[src/rtl/palette_rgb_encoder_if.sv]
// Pixel-in / index-out stream bundle for the palette encoder.
// The master side is the pixel source plus the result consumer.
interface palette_rgb_encoder_if #(
  parameter int IW = 4
);
  logic          in_valid;
  logic          in_ready;
  logic [11:0]   in_rgb;
  logic          out_valid;
  logic          out_ready;
  logic [IW-1:0] out_index;
  logic [5:0]    out_dist;
  logic          out_exact;

  modport master (
    output in_valid,
    output in_rgb,
    output out_ready,
    input  in_ready,
    input  out_valid,
    input  out_index,
    input  out_dist,
    input  out_exact
  );

  modport slave (
    input  in_valid,
    input  in_rgb,
    input  out_ready,
    output in_ready,
    output out_valid,
    output out_index,
    output out_dist,
    output out_exact
  );
endinterface

[src/rtl/palette_rgb_encoder.sv]
// Nearest-colour search: RGB444 pixel -> 4-bit palette index.
// One palette entry is compared per clock; the palette is run-time writable.
module palette_rgb_encoder #(
  parameter int N_ENTRIES  = 16,
  parameter bit EARLY_EXIT = 1'b1,
  localparam int IW = $clog2(N_ENTRIES)
) (
  input  logic          Clk,
  input  logic          Reset,
  palette_rgb_encoder_if.slave bus,
  input  logic          pal_we,
  input  logic [IW-1:0] pal_waddr,
  input  logic [11:0]   pal_wdata,
  output logic          busy
);

  typedef enum logic [1:0] {
    S_IDLE,
    S_SEARCH,
    S_DONE
  } state_e;

  function automatic logic [11:0] pal_default(input int i);
    logic [11:0] c;
    case (i)
      0:       c = 12'h1D6;
      1:       c = 12'hF0F;
      2:       c = 12'hCED;
      3:       c = 12'hE43;
      4:       c = 12'h2C7;
      5:       c = 12'hE5F;
      6:       c = 12'hFFF;
      7:       c = 12'h878;
      8:       c = 12'h8EA;
      9:       c = 12'h595;
      10:      c = 12'h4D8;
      11:      c = 12'h2B6;
      12:      c = 12'h3D7;
      13:      c = 12'hCBC;
      14:      c = 12'h4A8;
      15:      c = 12'h1C6;
      default: c = 12'h000;
    endcase
    return c;
  endfunction

  function automatic logic [3:0] chan_abs(
    input logic [3:0] a,
    input logic [3:0] b
  );
    logic [4:0] d;
    logic [4:0] m;
    d = {1'b0, a} - {1'b0, b};
    m = d[4] ? (5'd0 - d) : d;
    return m[3:0];
  endfunction

  // Manhattan distance; 3 x 15 = 45 fits in 6 bits
  function automatic logic [5:0] rgb_dist(
    input logic [11:0] a,
    input logic [11:0] b
  );
    logic [3:0] dr;
    logic [3:0] dg;
    logic [3:0] db;
    dr = chan_abs(a[11:8], b[11:8]);
    dg = chan_abs(a[7:4], b[7:4]);
    db = chan_abs(a[3:0], b[3:0]);
    return {2'b00, dr} + {2'b00, dg} + {2'b00, db};
  endfunction

  logic [11:0]   pal_q [N_ENTRIES];

  state_e        state_q, state_d;
  logic [IW-1:0] k_q, k_d;
  logic [11:0]   rgb_q, rgb_d;
  logic [5:0]    bdist_q, bdist_d;
  logic [IW-1:0] bidx_q, bidx_d;
  logic [IW-1:0] res_idx_q, res_idx_d;
  logic [5:0]    res_dist_q, res_dist_d;
  logic          res_exact_q, res_exact_d;

  logic [11:0]   cur_entry;
  logic [5:0]    d_now;
  logic          better;
  logic          last;
  logic [5:0]    nb_dist;
  logic [IW-1:0] nb_idx;

  // Scan reads the registered entry, so a same-cycle write is not seen
  always_ff @(posedge Clk) begin
    if (Reset) begin
      for (int i = 0; i < N_ENTRIES; i++) begin
        pal_q[i] <= pal_default(i);
      end
    end else if (pal_we && (int'(pal_waddr) < N_ENTRIES)) begin
      pal_q[pal_waddr] <= pal_wdata;
    end
  end

  assign cur_entry = pal_q[k_q];
  assign d_now     = rgb_dist(rgb_q, cur_entry);
  assign better    = d_now < bdist_q;
  assign nb_dist   = better ? d_now : bdist_q;
  assign nb_idx    = better ? k_q : bidx_q;
  assign last      = (k_q == IW'(N_ENTRIES - 1)) ||
                     (EARLY_EXIT && (d_now == 6'd0));

  always_ff @(posedge Clk) begin
    if (Reset) begin
      state_q     <= S_IDLE;
      k_q         <= '0;
      rgb_q       <= '0;
      bdist_q     <= '0;
      bidx_q      <= '0;
      res_idx_q   <= '0;
      res_dist_q  <= '0;
      res_exact_q <= 1'b0;
    end else begin
      state_q     <= state_d;
      k_q         <= k_d;
      rgb_q       <= rgb_d;
      bdist_q     <= bdist_d;
      bidx_q      <= bidx_d;
      res_idx_q   <= res_idx_d;
      res_dist_q  <= res_dist_d;
      res_exact_q <= res_exact_d;
    end
  end

  always_comb begin
    state_d     = state_q;
    k_d         = k_q;
    rgb_d       = rgb_q;
    bdist_d     = bdist_q;
    bidx_d      = bidx_q;
    res_idx_d   = res_idx_q;
    res_dist_d  = res_dist_q;
    res_exact_d = res_exact_q;
    unique case (state_q)
      S_IDLE: begin
        if (bus.in_valid) begin
          rgb_d   = bus.in_rgb;
          k_d     = '0;
          bdist_d = 6'd63;
          bidx_d  = '0;
          state_d = S_SEARCH;
        end
      end
      S_SEARCH: begin
        bdist_d = nb_dist;
        bidx_d  = nb_idx;
        if (last) begin
          res_idx_d   = nb_idx;
          res_dist_d  = nb_dist;
          res_exact_d = (nb_dist == 6'd0);
          state_d     = S_DONE;
        end else begin
          k_d = k_q + IW'(1);
        end
      end
      S_DONE: begin
        if (bus.out_ready) begin
          state_d = S_IDLE;
        end
      end
      default: state_d = S_IDLE;
    endcase
  end

  assign bus.in_ready  = (state_q == S_IDLE);
  assign bus.out_valid = (state_q == S_DONE);
  assign bus.out_index = res_idx_q;
  assign bus.out_dist  = res_dist_q;
  assign bus.out_exact = res_exact_q;
  assign busy          = (state_q != S_IDLE);

endmodule

[src/flat_wrapper.sv]
// flat-port wrapper written by rule: the top's interface ports become plain ports
module palette_rgb_encoder_flat 
#(
  parameter int N_ENTRIES  = 16,
  parameter bit EARLY_EXIT = 1'b1,
  localparam int IW = $clog2(N_ENTRIES)
)
  (Clk, Reset, pal_we, pal_waddr, pal_wdata, busy, bus_in_valid, bus_in_rgb, bus_out_ready, bus_in_ready, bus_out_valid, bus_out_index, bus_out_dist, bus_out_exact);
  palette_rgb_encoder_if #(.IW(4)) bus_i ();
  input  logic Clk;
  input  logic Reset;
  input  logic pal_we;
  input  logic [IW-1:0] pal_waddr;
  input  logic [11:0] pal_wdata;
  output logic busy;
  input wire logic [$bits(bus_i.in_valid)-1:0] bus_in_valid;
  input wire logic [$bits(bus_i.in_rgb)-1:0] bus_in_rgb;
  input wire logic [$bits(bus_i.out_ready)-1:0] bus_out_ready;
  output wire logic [$bits(bus_i.in_ready)-1:0] bus_in_ready;
  output wire logic [$bits(bus_i.out_valid)-1:0] bus_out_valid;
  output wire logic [$bits(bus_i.out_index)-1:0] bus_out_index;
  output wire logic [$bits(bus_i.out_dist)-1:0] bus_out_dist;
  output wire logic [$bits(bus_i.out_exact)-1:0] bus_out_exact;
  assign bus_i.in_valid = bus_in_valid;
  assign bus_i.in_rgb = bus_in_rgb;
  assign bus_i.out_ready = bus_out_ready;
  assign bus_in_ready = bus_i.in_ready;
  assign bus_out_valid = bus_i.out_valid;
  assign bus_out_index = bus_i.out_index;
  assign bus_out_dist = bus_i.out_dist;
  assign bus_out_exact = bus_i.out_exact;
  palette_rgb_encoder #(.N_ENTRIES(N_ENTRIES), .EARLY_EXIT(EARLY_EXIT)) u_core (.Clk(Clk), .Reset(Reset), .bus(bus_i), .pal_we(pal_we), .pal_waddr(pal_waddr), .pal_wdata(pal_wdata), .busy(busy));
endmodule
[config.mk]
export PLATFORM = sky130hd
export DESIGN_NAME = palette_rgb_encoder_flat
export DESIGN_NICKNAME = d
export VERILOG_FILES = /design/src/rtl/palette_rgb_encoder_if.sv /design/src/rtl/palette_rgb_encoder.sv /design/src/flat_wrapper.sv
export SDC_FILE = /design/constraint.sdc
export NUM_CORES = 1
export LEC_CHECK = 0
export ABC_CLOCK_PERIOD_IN_PS = 6100
export BUFFER_PORTS_ARGS = -buffer_cell sky130_fd_sc_hd__buf_2
export CAP_MARGIN = 10
export CORE_MARGIN = 5
export CORE_UTILIZATION = 50
export CTS_CLUSTER_DIAMETER = 50
export DETAILED_ROUTE_END_ITERATION = 7
export PLACE_DENSITY_LB_ADDON = 0.3
export RECOVER_POWER = 50
export SLEW_MARGIN = 10
export SYNTH_ARGS = -nofsm -noshare
export SYNTH_HDL_FRONTEND = slang
export SYNTH_SLANG_ARGS = --single-unit
[constraint.sdc]
create_clock -name Clk -period 6.1 [get_ports Clk]
set_clock_uncertainty 0.15 [all_clocks]
set_input_delay 0.61 -clock Clk [delete_from_list [all_inputs] [get_ports Clk]]
set_output_delay 0.61 -clock Clk [all_outputs]
set_load 0.005 [all_outputs]
After elaboration in Yosys (flattened, before gate mapping)
Memories as Yosys holds them, arrays and structs flattened. A register that Yosys moved wholly into a read port is not among the register bits. Index checks and enable logic that the tools add are counted.

Flip-flop bits (word level): 39. Bits in latches: 0. Memory bits (writable): 192. ROM bits: 0. Input port bits: 33. Output and inout port bits: 14. Logic and storage cells: 79. Memories: 1.

Memories: u_core.pal_q (depth 16, bits a word 12, read ports 1, clocked after Yosys merged registers in 1, wr ports 16, RTL line palette_rgb_encoder.sv:72) `logic [11:0] pal_q [N_ENTRIES];`.

Add/sub/neg operators: 9. $mul: 0. Div/mod/pow operators: 0. Order comparisons: 1. Equal/unequal tests: 7. Shift operators: 0. Multiplexer cells: 41. Bitwise operators: 0. Reduce and logical (&&, ||, !) cells: 12.

Operator list (count): 2-to-1 mux 12 bit (17); 2-to-1 mux 4 bit (9); case mux 4 bit (2 select lines) (2); subtractor 4 x 4 -> 5 bit (3); logical NOT 6 bit (2); 2-to-1 mux 6 bit (2); case mux 6 bit (2 select lines) (1); OR reduction 12 bit (1); subtractor 1 x 4 -> 4 bit, first input constant (3); adder 6 x 4 -> 6 bit (1); less-than comparator 6 bit (1); 2-to-1 mux 1 bit (6); 2-to-1 mux 2 bit (3); inequality test 2 bit, second input constant (3); case mux 2 bit (3 select lines) (1); AND reduction 2 bit (3); AND reduction 3 bit (2); adder 4 x 4 -> 5 bit (1); adder 4 x 1 -> 4 bit, second input constant (1); == test 4 bit, second input constant (1); nonzero test 2 bit (2); == test 2 x 1 -> 1 bit, second input constant (1); == test 2 bit, second input constant (1); logical NOT 2 bit (1); 2 further kinds (2).

Longest topological paths before layout
Depth after elaboration: 11. Depth in mapped cells: 27.

Least setup slack after synthesis
Ideal clock, no wire load.

Path kind: reg2reg. From: register with a tool-made name. To: register u_core.bdist_q[4]. Library setup time: 95 ps. Data arrival time: 5822 ps. Setup slack: 33 ps. Cell stages (with the launch flop): 24. Path buffers: 3. Cells stage by stage: dfxtp_1 > buf_6 > buf_4 > mux4_2 > mux4_2 > ha_1 > inv_1 > fa_1 > inv_1 > ha_1 > mux2_2 > fa_1 > fa_1 > a21o_1 > a21oi_1 > xnor2_1 > inv_1 > ha_1 > a21o_1 > a21oi_1 > o21ai_1 > a21o_1 > clkbuf_1 > a221oi_1.

RTL lines: to (signal assigned) (RTL line palette_rgb_encoder.sv:123) `bdist_q <= bdist_d;`; to (decl) (RTL line palette_rgb_encoder.sv:77) `logic [5:0] bdist_q, bdist_d;`.

==> flow_summary.json <==
{
  "status": "finished with violations",
  "violations": "max-capacitance violations, max-slew violations",
  "hold_violations": 0,
  "yosysWarnings": 0,
  "routed_via_density": 5.96,
  "clk_latency_ns": 0.54,
  "yosysUniqueCellTypes": 57,
  "start_util_pct": 50.5,
  "dp_hpwl_mm": 18.7,
  "chipHeight_um": 161,
  "syn-num-nets": 924,
  "synthFlopType": "edfxtp_1",
  "grt_pass1_wl_mm": 43.2,
  "drv_slew": 13,
  "path_class": "reg -> reg",
  "cts_tree": "done",
  "h-tree-depth": 1,
  "yosysTopAreaCellShare_pct": 50.5,
  "totalWireLength_mm": 28.1,
  "drv_cap": 1,
  "ys_seq_area_share_pct": 58.1,
  "vias": 7280,
  "dr.pass1.iters": 5,
  "clkTransAtPathRegs_ns": 0.06,
  "async_flop_share_pct": 0,
  "place_inst": 1161,
  "min_period_over_period_pct": 96.6,
  "rows": 55,
  "overflow": 0,
  "relSlewSlack_pct": -25.7,
  "fmax_ghz": 0.170,
  "cts_buffer_depth": 3,
  "synth_edf_count": 192,
  "drive_above_1_share_pct": 22.7,
  "cp.arrival_ns": 6.16,
  "drt_drc_violations_left": 0,
  "fp.dieArea_um2": 25900,
  "io_buffers": 46,
  "critPathMaxFanout": 10,
  "worst_slew_pin_slew_ns": 1.87,
  "setup_violations": 0,
  "fillCellCount": 1815,
  "synthToLayoutAreaGrowth_pct": 14.3,
  "critPathCaptureType": "flip-flop",
  "grt_max_degree": 35,
  "syn_inst": 857,
  "cts-root-buf": "clkbuf_16",
  "routabilityCongestion": 0.859,
  "cts_hold_buf": 0,
  "netlist_area_um2": 11400,
  "fin_crit_ns": 5.89,
  "yosysMostFrequentCell": "edfxtp_1",
  "fin_setup_tns_ns": 0,
  "yosys-top-cells-count": "192 x edfxtp_1, 68 x nand2_1, 64 x or3_1",
  "antenna_cells": 0,
  "grt_pass1_vias": 7165,
  "min_path_type": "in -> reg",
  "antenna_found_initial": 1,
  "drt_iter0_drc": 744,
  "detail-route-antenna-nets": 0,
  "ys_seq_elements": 235,
  "instances_no_fill": 1222,
  "fp.dieW_um": 161,
  "synth_top_area_cell": "edfxtp_1",
  "grt_use_total_pct": 21.7,
  "worst_setup_path_start_kind": "flip-flop",
  "holdWs_ns": 0.161,
  "ios": 47,
  "core_area_um2": 22600,
  "avgSynthCellArea_um2": 13.3,
  "synth.area.top_cells": "edfxtp_1 51%, mux4_2 12%, dfxtp_1 7.5%, or3_1 3.5%, ha_1 3.2%",
  "cp.required_ns": 6.37,
  "cts-buffers-inserted": 28,
  "wl_per_cell_um": 23.0,
  "clock-sinks": 235,
  "layout.nets": 985
}
-- worst max-delay path, cell delays in order (launching register included) --
cell,delay [ns]
dfxtp_4,0.44
buf_12,0.15
mux4_2,0.50
mux4_2,0.49
ha_1,0.19
inv_1,0.08
fa_1,0.43
inv_1,0.09
ha_1,0.22
mux2_2,0.30
ha_1,0.29
a21o_1,0.19
a21oi_2,0.17
xnor2_1,0.15
ha_1,0.28
a21oi_2,0.14
xnor2_1,0.15
inv_1,0.07
ha_1,0.29
a21o_1,0.17
a21oi_2,0.14
o21a_1,0.18
buf_12,0.14
buf_4,0.12
mux2i_1,0.17
a21oi_1,0.08
-- cell families (layout without fill, tap and decap cells) --
logic type | count (synthesis) | count (layout) | synth area share (%)
flip-flops | 235 | 235 | 58.1
buffers and inverters | 97 | 177 | 3.55
adder cells (fa/ha/maj) | 34 | 34 | 4.06
AO/OA/AOI/OAI | 98 | 98 | 5.72
XOR/XNOR | 17 | 17 | 1.37
multiplexers | 68 | 68 | 12.6
AND/OR/NAND/NOR | 308 | 308 | 14.6
-- sequential cells by signal (all words and copies together) (netlist names), named ones only --
signal / flops
u_core.pal_q: 192
u_core.rgb_q: 12
u_core.bdist_q: 6
u_core.bus.out_dist: 6
u_core.bidx_q: 4
u_core.bus.out_index: 4
u_core.k_q: 4
u_core.state_q: 2
u_core.bus.out_exact: 1
-- routing by layer --
layer	vias to the layer above	GRT usage [%]	wire, µm	share of wire (%)
met1	3583	30.9	11600	41
li1	3328	-	-	-
met5	-	0	13	0.046
met4	2	6.05	859	3.1
met3	60	3.44	2260	8.0
met2	307	35.2	13300	47
-- worst paths after layout --
check | start | to | slack, ns | cells after the start
min reg2reg | u_core.bus.out_dist[2] | u_core.bus.out_dist[2] | 0.30 | 2
min | bus_in_rgb[10] | u_core.rgb_q[10] | 0.16 | 3
max | flip-flop | u_core.bus.out_index[1] | 0.21 | 25
max reg2reg | flip-flop | u_core.bus.out_index[1] | 0.21 | 25
-- final cells by class --
cell class                 count  area (µm²)  area share (%)
sequential                   235        6630            50.9
multi-input combinational    525        4400            33.8
clock buffer                  33         719            5.52
timing repair buffer          92         609            4.67
tap                          285         357            2.74
clock inverter                16         185            1.42
inverter                      36         135            1.04
-- repair_timing --
action,in CTS,in global routing
buffers inserted,0,11
setup endpoints to repair,0,21
resized for setup,0,11
-- cell usage in the layout, fill, tap and decap left out, types with 9 or more instances in the layout --
cell,netlist,final
edfxtp_1,192,192
nor3_1,16,16
buf_2,6,38
and2_0,0,23
nand3_1,9,9
buf_4,1,33
nor2_1,37,37
a21o_1,13,13
clkbuf_1,47,19
a21oi_1,33,29
ha_1,29,29
nand2b_1,18,18
nand2_1,68,68
xnor2_1,10,10
and2_1,49,26
clkbuf_16,0,29
mux4_2,60,60
dfxtp_1,43,41
o31ai_1,9,9
or3_1,64,64
and3_1,14,14
inv_1,35,35
-- stage by stage --
step	utilization, %	cell area [µm²]	worst slack, ns
after global routing	57.8	13000	-0.0624
after floorplan	-	11400	0.0330
after detailed placement	53.3	12000	0.0211
final	57.8	13000	0.207
after CTS	57.3	12900	0.00343
after global placement	53.3	12000	0.120
Power is not shown: default switching activity piles up to over one toggle a cycle in this logic, so the estimate is an artifact.
